File: config.mk
export PLATFORM = sky130hd
export DESIGN_NAME = instr_encoder
export DESIGN_NICKNAME = d
export VERILOG_FILES = /design/src/rtl/instr_encoder.sv
export SDC_FILE = /design/constraint.sdc
export NUM_CORES = 1
export LEC_CHECK = 0
export ABC_CLOCK_PERIOD_IN_PS = 1900
export CORE_UTILIZATION = 40
export CTS_CLUSTER_SIZE = 20
export DETAILED_ROUTE_END_ITERATION = 16
export MAX_ROUTING_LAYER = met4
export PLACE_DENSITY = 0.66
export SYNTH_ARGS = -nofsm -noshare
export SYNTH_HDL_FRONTEND = slang
export SYNTH_SLANG_ARGS = --single-unit
File: constraint.sdc
create_clock -name clk -period 1.9 [get_ports clk]
set_input_delay 0.285 -clock clk [delete_from_list [all_inputs] [get_ports clk]]
set_output_delay 0.285 -clock clk [all_outputs]
set_load 0.02 [all_outputs]
File: src/rtl/instr_encoder.sv
// instr_encoder: packs instruction class, register, funct and immediate
// fields into RV32 instruction words and queues them in a small output FIFO
// with valid/ready handshakes on both sides. Illegal field combinations are
// stored with an error flag and an all-zero word.
// Optional feature macro: INSTR_ENCODER_ERR_CNT_EN adds the err_count output.
module instr_encoder #(
  parameter int DEPTH     = 2,
  parameter int CNT_WIDTH = 16
) (
  input  logic                 clk,
  input  logic                 rst_n,
  input  logic                 in_valid,
  output logic                 in_ready,
  input  logic [3:0]           in_fmt,
  input  logic [4:0]           in_rd,
  input  logic [4:0]           in_rs1,
  input  logic [4:0]           in_rs2,
  input  logic [2:0]           in_funct3,
  input  logic [6:0]           in_funct7,
  input  logic [31:0]          in_imm,
  output logic                 out_valid,
  input  logic                 out_ready,
  output logic [31:0]          out_instr,
  output logic                 out_err,
`ifdef INSTR_ENCODER_ERR_CNT_EN
  output logic [CNT_WIDTH-1:0] err_count,
`endif
  output logic [CNT_WIDTH-1:0] enc_count
);

  localparam int PTR_W = $clog2(DEPTH);
  localparam logic [PTR_W:0] DEPTH_C = (PTR_W+1)'(DEPTH);

  localparam logic [6:0] OP_R     = 7'b0110011;
  localparam logic [6:0] OP_I     = 7'b0010011;
  localparam logic [6:0] OP_LOAD  = 7'b0000011;
  localparam logic [6:0] OP_JALR  = 7'b1100111;
  localparam logic [6:0] OP_S     = 7'b0100011;
  localparam logic [6:0] OP_B     = 7'b1100011;
  localparam logic [6:0] OP_LUI   = 7'b0110111;
  localparam logic [6:0] OP_AUIPC = 7'b0010111;
  localparam logic [6:0] OP_J     = 7'b1101111;
  localparam logic [6:0] OP_FP    = 7'b1010011;

  // Returns {err, word}; an illegal request yields err=1 and a zero word so
  // nothing is ever silently truncated.
  function automatic logic [32:0] encode(
    input logic [3:0]  fmt,
    input logic [4:0]  rd,
    input logic [4:0]  rs1,
    input logic [4:0]  rs2,
    input logic [2:0]  f3,
    input logic [6:0]  f7,
    input logic [31:0] imm
  );
    logic [31:0] word;
    logic        bad;
    logic        imm12_ok;
    word     = '0;
    bad      = 1'b0;
    imm12_ok = (imm[31:11] == {21{imm[11]}});
    case (fmt)
      4'd0: word = {f7, rs2, rs1, f3, rd, OP_R};
      4'd1: begin
        word = {imm[11:0], rs1, f3, rd, OP_I};
        bad  = !imm12_ok;
      end
      4'd2: begin
        word = {imm[11:0], rs1, f3, rd, OP_LOAD};
        bad  = !imm12_ok || (f3 == 3'b011) || (f3 == 3'b110) || (f3 == 3'b111);
      end
      4'd3: begin
        word = {imm[11:0], rs1, 3'b000, rd, OP_JALR};
        bad  = !imm12_ok;
      end
      4'd4: begin
        word = {imm[11:5], rs2, rs1, f3, imm[4:0], OP_S};
        bad  = !imm12_ok;
      end
      4'd5: begin
        word = {imm[12], imm[10:5], rs2, rs1, f3, imm[4:1], imm[11], OP_B};
        bad  = (imm[31:12] != {20{imm[12]}}) || imm[0] ||
               (f3 == 3'b010) || (f3 == 3'b011);
      end
      4'd6: begin
        word = {imm[31:12], rd, OP_LUI};
        bad  = (imm[11:0] != 12'd0);
      end
      4'd7: begin
        word = {imm[31:12], rd, OP_AUIPC};
        bad  = (imm[11:0] != 12'd0);
      end
      4'd8: begin
        word = {imm[20], imm[10:1], imm[11], imm[19:12], rd, OP_J};
        bad  = (imm[31:20] != {12{imm[20]}}) || imm[0];
      end
      4'd9: word = {f7, rs2, rs1, f3, rd, OP_FP};
      default: bad = 1'b1;
    endcase
    return bad ? {1'b1, 32'd0} : {1'b0, word};
  endfunction

  logic              vld_p0;
  logic [31:0]       enc_word_p0;
  logic              enc_err_p0;
  logic [31:0]       fifo_instr_p1 [DEPTH];
  logic              fifo_err_p1   [DEPTH];
  logic [PTR_W-1:0]  head;
  logic [PTR_W-1:0]  tail;
  logic [PTR_W:0]    count;
  logic              rst_done;
  logic              push;
  logic              pop;

  // ---- stage p0: combinational encode of the incoming request ----
  assign vld_p0                    = in_valid;
  assign {enc_err_p0, enc_word_p0} = encode(in_fmt, in_rd, in_rs1, in_rs2,
                                            in_funct3, in_funct7, in_imm);

  assign in_ready  = rst_done && (count < DEPTH_C);
  assign out_valid = (count != '0);
  assign push      = vld_p0 && in_ready;
  assign pop       = out_valid && out_ready;
  assign out_instr = out_valid ? fifo_instr_p1[head] : 32'd0;
  assign out_err   = out_valid ? fifo_err_p1[head]   : 1'b0;

  // Hold in_ready low until the first clock edge after reset release.
  always_ff @(posedge clk or negedge rst_n) begin
    if (!rst_n) rst_done <= 1'b0;
    else        rst_done <= 1'b1;
  end

  // ---- stage p1: FIFO storage, written at the tail on push ----
  always_ff @(posedge clk or negedge rst_n) begin
    if (!rst_n) begin
      for (int i = 0; i < DEPTH; i++) begin
        fifo_instr_p1[i] <= 32'd0;
        fifo_err_p1[i]   <= 1'b0;
      end
    end else if (push) begin
      fifo_instr_p1[tail] <= enc_word_p0;
      fifo_err_p1[tail]   <= enc_err_p0;
    end
  end

  // Pointers and occupancy; pointers wrap naturally at DEPTH (power of two).
  always_ff @(posedge clk or negedge rst_n) begin
    if (!rst_n) begin
      head  <= '0;
      tail  <= '0;
      count <= '0;
    end else begin
      if (push) tail <= tail + 1'b1;
      if (pop)  head <= head + 1'b1;
      case ({push, pop})
        2'b10:   count <= count + 1'b1;
        2'b01:   count <= count - 1'b1;
        default: count <= count;
      endcase
    end
  end

  // Count accepted legal requests; wraps modulo 2^CNT_WIDTH.
  always_ff @(posedge clk or negedge rst_n) begin
    if (!rst_n)                    enc_count <= '0;
    else if (push && !enc_err_p0)  enc_count <= enc_count + 1'b1;
  end

`ifdef INSTR_ENCODER_ERR_CNT_EN
  // Count accepted illegal requests; wraps modulo 2^CNT_WIDTH.
  always_ff @(posedge clk or negedge rst_n) begin
    if (!rst_n)                   err_count <= '0;
    else if (push && enc_err_p0)  err_count <= err_count + 1'b1;
  end
`endif

endmodule

## Word-level counts from Yosys, hierarchy flattened

Index checks and enable logic that the tools add are counted.

| word-level totals | value |
|---|---|
| bits in registers | 87 |
| latch bits | 0 |
| bits in writable memories | 0 |
| bits in read-only memories | 0 |
| input bits | 65 |
| memories kept | 0 |

| cells by class | value |
|---|---|
| add/sub/neg operators | 5 |
| multiply operators | 0 |
| divide/modulo/power cells | 0 |
| order comparisons | 4 |
| equal/unequal tests | 18 |
| shift operators | 0 |
| muxes and demuxes | 18 |
| bitwise logic cells | 2 |
| reduce and logical (&&, ||, !) cells | 21 |

Operators with widths:

| kind | count |
|---|---|
| case mux 32 bit (10 select lines) | 1 |
| two-way mux 32 bit | 5 |
| bitwise mux 64 bit | 1 |
| two-way mux 33 bit | 1 |
| demux 32 bit (select 1 bit) | 1 |
| == test 20 bit | 1 |
| != test 19 bit | 1 |
| adder 16 x 1 -> 16 bit, second input constant | 1 |
| == test 4 x 3 -> 1 bit, second input constant | 4 |
| nonzero test 12 bit | 1 |
| != test 11 bit | 1 |
| == test 4 x 2 -> 1 bit, second input constant | 2 |
| == test 4 bit, second input constant | 2 |
| logical OR 1 bit | 7 |
| == test 3 x 2 -> 1 bit, second input constant | 2 |
| == test 3 bit, second input constant | 2 |
| case mux 1 bit (6 select lines) | 1 |
| logical AND 1 bit | 5 |
| two-way mux 1 bit | 5 |
| == test 4 x 1 -> 1 bit, second input constant | 1 |
| greater-or-equal comparator 2 bit, second input constant | 2 |
| zero test 4 bit | 1 |
| inverter 1 -> 2 bit | 2 |
| case mux 2 bit (2 select lines) | 1 |
| 13 further kinds | 17 |

## Longest topological paths before layout

| depth | value |
|---|---|
| depth after elaboration | 9 |
| depth in mapped cells | 10 |
| mapped depth without buffers | 7 |

## Worst setup path before layout

No wires, ideal clock.

| path | value |
|---|---|
| path type | input-to-reg |
| from | input in_imm[17] |
| to | register enc_count[1] |
| arrival | 1.978 ns |
| data required time | 1.772 ns |
| path slack | -0.205 ns |
| stages on the path | 7 |
| buffers on the path | 0 |
| cells stage by stage | or3_1 > a2111oi_2 > a211oi_1 > nor2_2 > nand4_2 > or2_1 > mux2_1 |

| between the ends | value |
|---|---|
| cells in the longest elaborated chain, start to end | 9 |

Ends and longest elaborated chain:

| element | line | source |
|---|---|---|
| from (decl) | 20 | `input logic [31:0] in_imm,` |
| == test 20 bit | 61 | `imm12_ok = (imm[31:11] == {21{imm[11]}});` |
| zero test 1 bit | -- |  |
| logical OR 1 bit (3 in series) | 70 | `bad = !imm12_ok \|\| (f3 == 3'b011) \|\| (f3 == 3'b110) \|\| (f3 == 3'b111);` |
| case mux 1 bit (6 select lines) (*) | 62 | `case (fmt)` |
| two-way mux 33 bit (*) | 100 | `return bad ? {1'b1, 32'd0} : {1'b0, word};` |
| zero test 1 bit (*) | 166 | `else if (push && !enc_err_p0) enc_count <= enc_count + 1'b1;` |
| logical AND 1 bit (*) | 166 |  |
| to (signal assigned) | 166 |  |
| to (decl) | 28 | `output logic [CNT_WIDTH-1:0] enc_count` |

Every way passes the cells marked *; elsewhere a longest branch is shown, timed or not.
A chain may end at the register's enable or synchronous reset.

## Final worst setup path

| path | value |
|---|---|
| from | input in_imm[29] |
| to | register fifo_instr_p1[38] in the netlist's numbering |

| between the ends | value |
|---|---|
| cells in the longest elaborated chain, start to end | 8 |

Ends and longest elaborated chain:

| element | line | source |
|---|---|---|
| == test 20 bit | 61 |  |
| zero test 1 bit | -- |  |
| logical OR 1 bit (3 in series) | 70 |  |
| case mux 1 bit (6 select lines) (*) | 62 |  |
| two-way mux 33 bit (*) | 100 |  |
| bitwise mux 64 bit (*) | 141 | `fifo_instr_p1[tail] <= enc_word_p0;` |
| to (signal, indexed assignment) | 141 |  |
| to (decl) | 106 | `logic [31:0] fifo_instr_p1 [DEPTH];` |

Marks and branches as above.

==> reports/metrics.cfg <==
[status]
status=finished with violations
violations=negative setup slack

[timing]
worst_slack_ns=-0.112
rsz0062_at_grt=yes
setup_viol=43
min_period_ns=2.01
drv_slew=0
clock_skew_ns=0.00515
tightest_slew_ns=0.592
report.final.hold_viol_count=0
fmax_mhz=497
period_share_pct=106
timing.slew.headroom_pct=60.5
hold_ws_ns=0.443

[finish]
area_growth_syn_to_layout_pct=72.2
fin_area_sq_um=8500
fill_cells=889
regArea_sq_um=2130
num_antenna_cells=0
nets=845
post-route-util_pct=70.7
multiInputGateArea_sq_um=3590
drive_above_1_share_pct=40.9
instances_no_fill=930

[global_route]
grt_pass1_vias=5312
grt_max_degree=49
grt_first_pass_wirelength_mm=27.7
antenna_found_initial=0
track_usage_pct=28.7
grt_overflow=0

[route]
drt_iter0_markers=369
drc=0
via_per_inst=5.68
firstDrtPassIters=6
num_vias=5286
finalWirelength_mm=18.0
wl_per_cell_um=19.4
ant_nets=0

[placement]
dpl.hpwl_mm=11.6
port_buffers=115
gp_congestion=0.879
placed_area_sq_um=6940
dp_cells=879

[critical_path]
critPathRequiredTime_ns=2.14
worstSetupPathType=in -> reg
worstPathArrival_ns=2.25
path_cells=buf_8 -> or3_1 -> nor3_2 -> o221ai_1 -> o31ai_2 -> nand4_4 -> buf_12 -> buf_6 -> buf_12 -> o31ai_2
cp-startpoint=in_imm[29]
crit_path_end_kind=register
worst-path-buf-inv=4
r2r_start=enc_count[2]
cp_max_fo=7
slowest_delay_ns=0.38
path_delay_family=simple AND/OR/NAND/NOR gates
slowest_stage=or3_1
start_kind=input port

[synth]
ys_seq_area_share_pct=43.1
yosysMostFrequentCell=dfrtp_1
synth_edf_count=0
ys_ff_latch=85
synthTopCellsByCount=85 x dfrtp_1, 79 x nand2_1, 69 x nor2_1, 45 x o31ai_1, 37 x mux2i_1
ys_async_sr_fraction_pct=100
ys_warn_count=0
netlist.top_cell.by_area=dfrtp_1
synth.net_count=626
syn_area_per_cell_sq_um=8.82
synth.top_cell.area_share_pct=43.1
netlist_area_sq_um=4930
synth.distinct_cells=54
synthTopCellsByArea=dfrtp_1 43%, mux2i_1 7.5%, o31ai_1 6.8%
ys.flop_type=dfrtp_1
netlist_instances=559

[clock_tree]
tritoncts=done
clk_latency_ns=0.34
clock_path_buffers=2
root_buffer=clkbuf_16
htree_levels=3
clkSinkCount=85
clk_pin_slew_ns=0.07
cts_inserted_buffers=9

[floorplanning]
start_util_pct=41.1
ios=116
dieHeight_um=113
die_w_um=113
design.core.area_sq_um=12000
rows=40
dieArea_sq_um=12800

[pwr]
seqPwrFrac_pct=31.0
switching_share_pct=39.2
p_int_mw=5.22
p_per_area_nw_per_um2=1010
ir_drop_uv=551
p_leak_nw=3.84
p_sw_mw=3.36
p_clk_share_pct=19.8
comb_power_share_pct=49.3

[flow_run]
drv_cap=0

[hold_path]
hp-class=in -> async

-- flip-flops by register name (all words and copies together), names as in the netlist --
register       flops
fifo_instr_p1     62
enc_count         16
rst_done           1
tail               1
fifo_err_p1        2
head               1
count              2
-- timing repair --
item / CTS / global route
setup endpoints to repair: 112 / 103
hold buffers: 1 / 0
setup buffers: 11 / 20
gates cloned: 8 / 3
gates resized for setup: 257 / 154
endpoints found under the hold margin: 33 / 0
pin swaps: 69 / 31
-- power groups by stage --
stage	clock network, mW	registers (mW)	logic (mW)
after floorplan	0	2.56	1.75
after global placement	0	2.60	3.08
after detailed placement	0	2.63	3.13
after CTS	1.69	2.60	3.62
after global routing	1.79	2.71	4.49
final	1.69	2.65	4.22
-- per-stage QoR --
stage          total power [mW]  setup slack, ns  setup TNS [ns]
2_1_floorplan              4.31           -0.102          -0.601
3_3_place_gp               5.68           -0.800          -53.75
3_5_place_dp               5.76           -0.842          -56.68
4_1_cts                    7.92           -0.177           -4.63
5_1_grt                    8.99           -0.196           -7.18
6_report                   8.57           -0.112           -2.04
-- cell type report --
cell class | instances | area share, %
timing repair buffer | 250 | 26.8
sequential | 85 | 25.1
inverter | 7 | 0.309
clock buffer | 11 | 2.97
clock inverter | 5 | 0.412
tap | 147 | 2.16
multi-input combinational | 425 | 42.3
-- layout by cell type, fill, tap and decap left out, drive strengths merged, types with 4 or more instances in the layout --
| cell | instances |
|---|---|
| a22oi | 14 |
| nor4 | 10 |
| clkbuf | 41 |
| o22ai | 7 |
| clkdlybuf4s50 | 44 |
| xnor2 | 4 |
| a21oi | 23 |
| nand4 | 7 |
| a222oi | 6 |
| nor3 | 15 |
| dlygate4sd2 | 21 |
| buf | 149 |
| clkinv | 4 |
| clkdlybuf4s15 | 4 |
| nand2 | 79 |
| and3 | 4 |
| or2 | 4 |
| nor2 | 70 |
| o21ai | 23 |
| mux2i | 37 |
| nand3 | 7 |
| o31ai | 45 |
| inv | 7 |
| nand2b | 8 |
| dfrtp | 85 |
| nor2b | 14 |
| xor2 | 17 |
-- cells by family after synthesis --
| kind of cell | after synthesis | synth area share, % |
|---|---|---|
| AO/OA/AOI/OAI | 135 | 18.8 |
| flip-flops | 85 | 43.1 |
| AND/OR/NAND/NOR | 226 | 21.4 |
| XOR/XNOR | 21 | 3.73 |
| other | 1 | 0.0760 |
| multiplexers | 40 | 8.19 |
| buffers and inverters | 49 | 4.21 |
| adder cells (fa/ha/maj) | 2 | 0.507 |
-- metal layers --
layer / part of all wire [%] / global-route usage [%] / vias to the layer above
li1: - / - / 2451
met1: 43 / 38.0 / 2628
met2: 50 / 46.9 / 173
met3: 4.2 / 2.09 / 34
met4: 2.2 / 9.74 / 0
met5: 0 / - / -
-- path summary, 6_finish.rpt --
path                       cells after the start  slack [ns]                 to
min in group clk                               2        0.48  fifo_instr_p1[27]
hold / removal                                 2        0.44  fifo_instr_p1[15]
setup reg to reg                               7        0.09      enc_count[13]
max in group asynchronous                      3        0.86  fifo_instr_p1[38]
setup / recovery                              10       -0.11  fifo_instr_p1[38]
hold reg to reg                                2        0.48  fifo_instr_p1[27]
(Power assumes the default switching activity.)
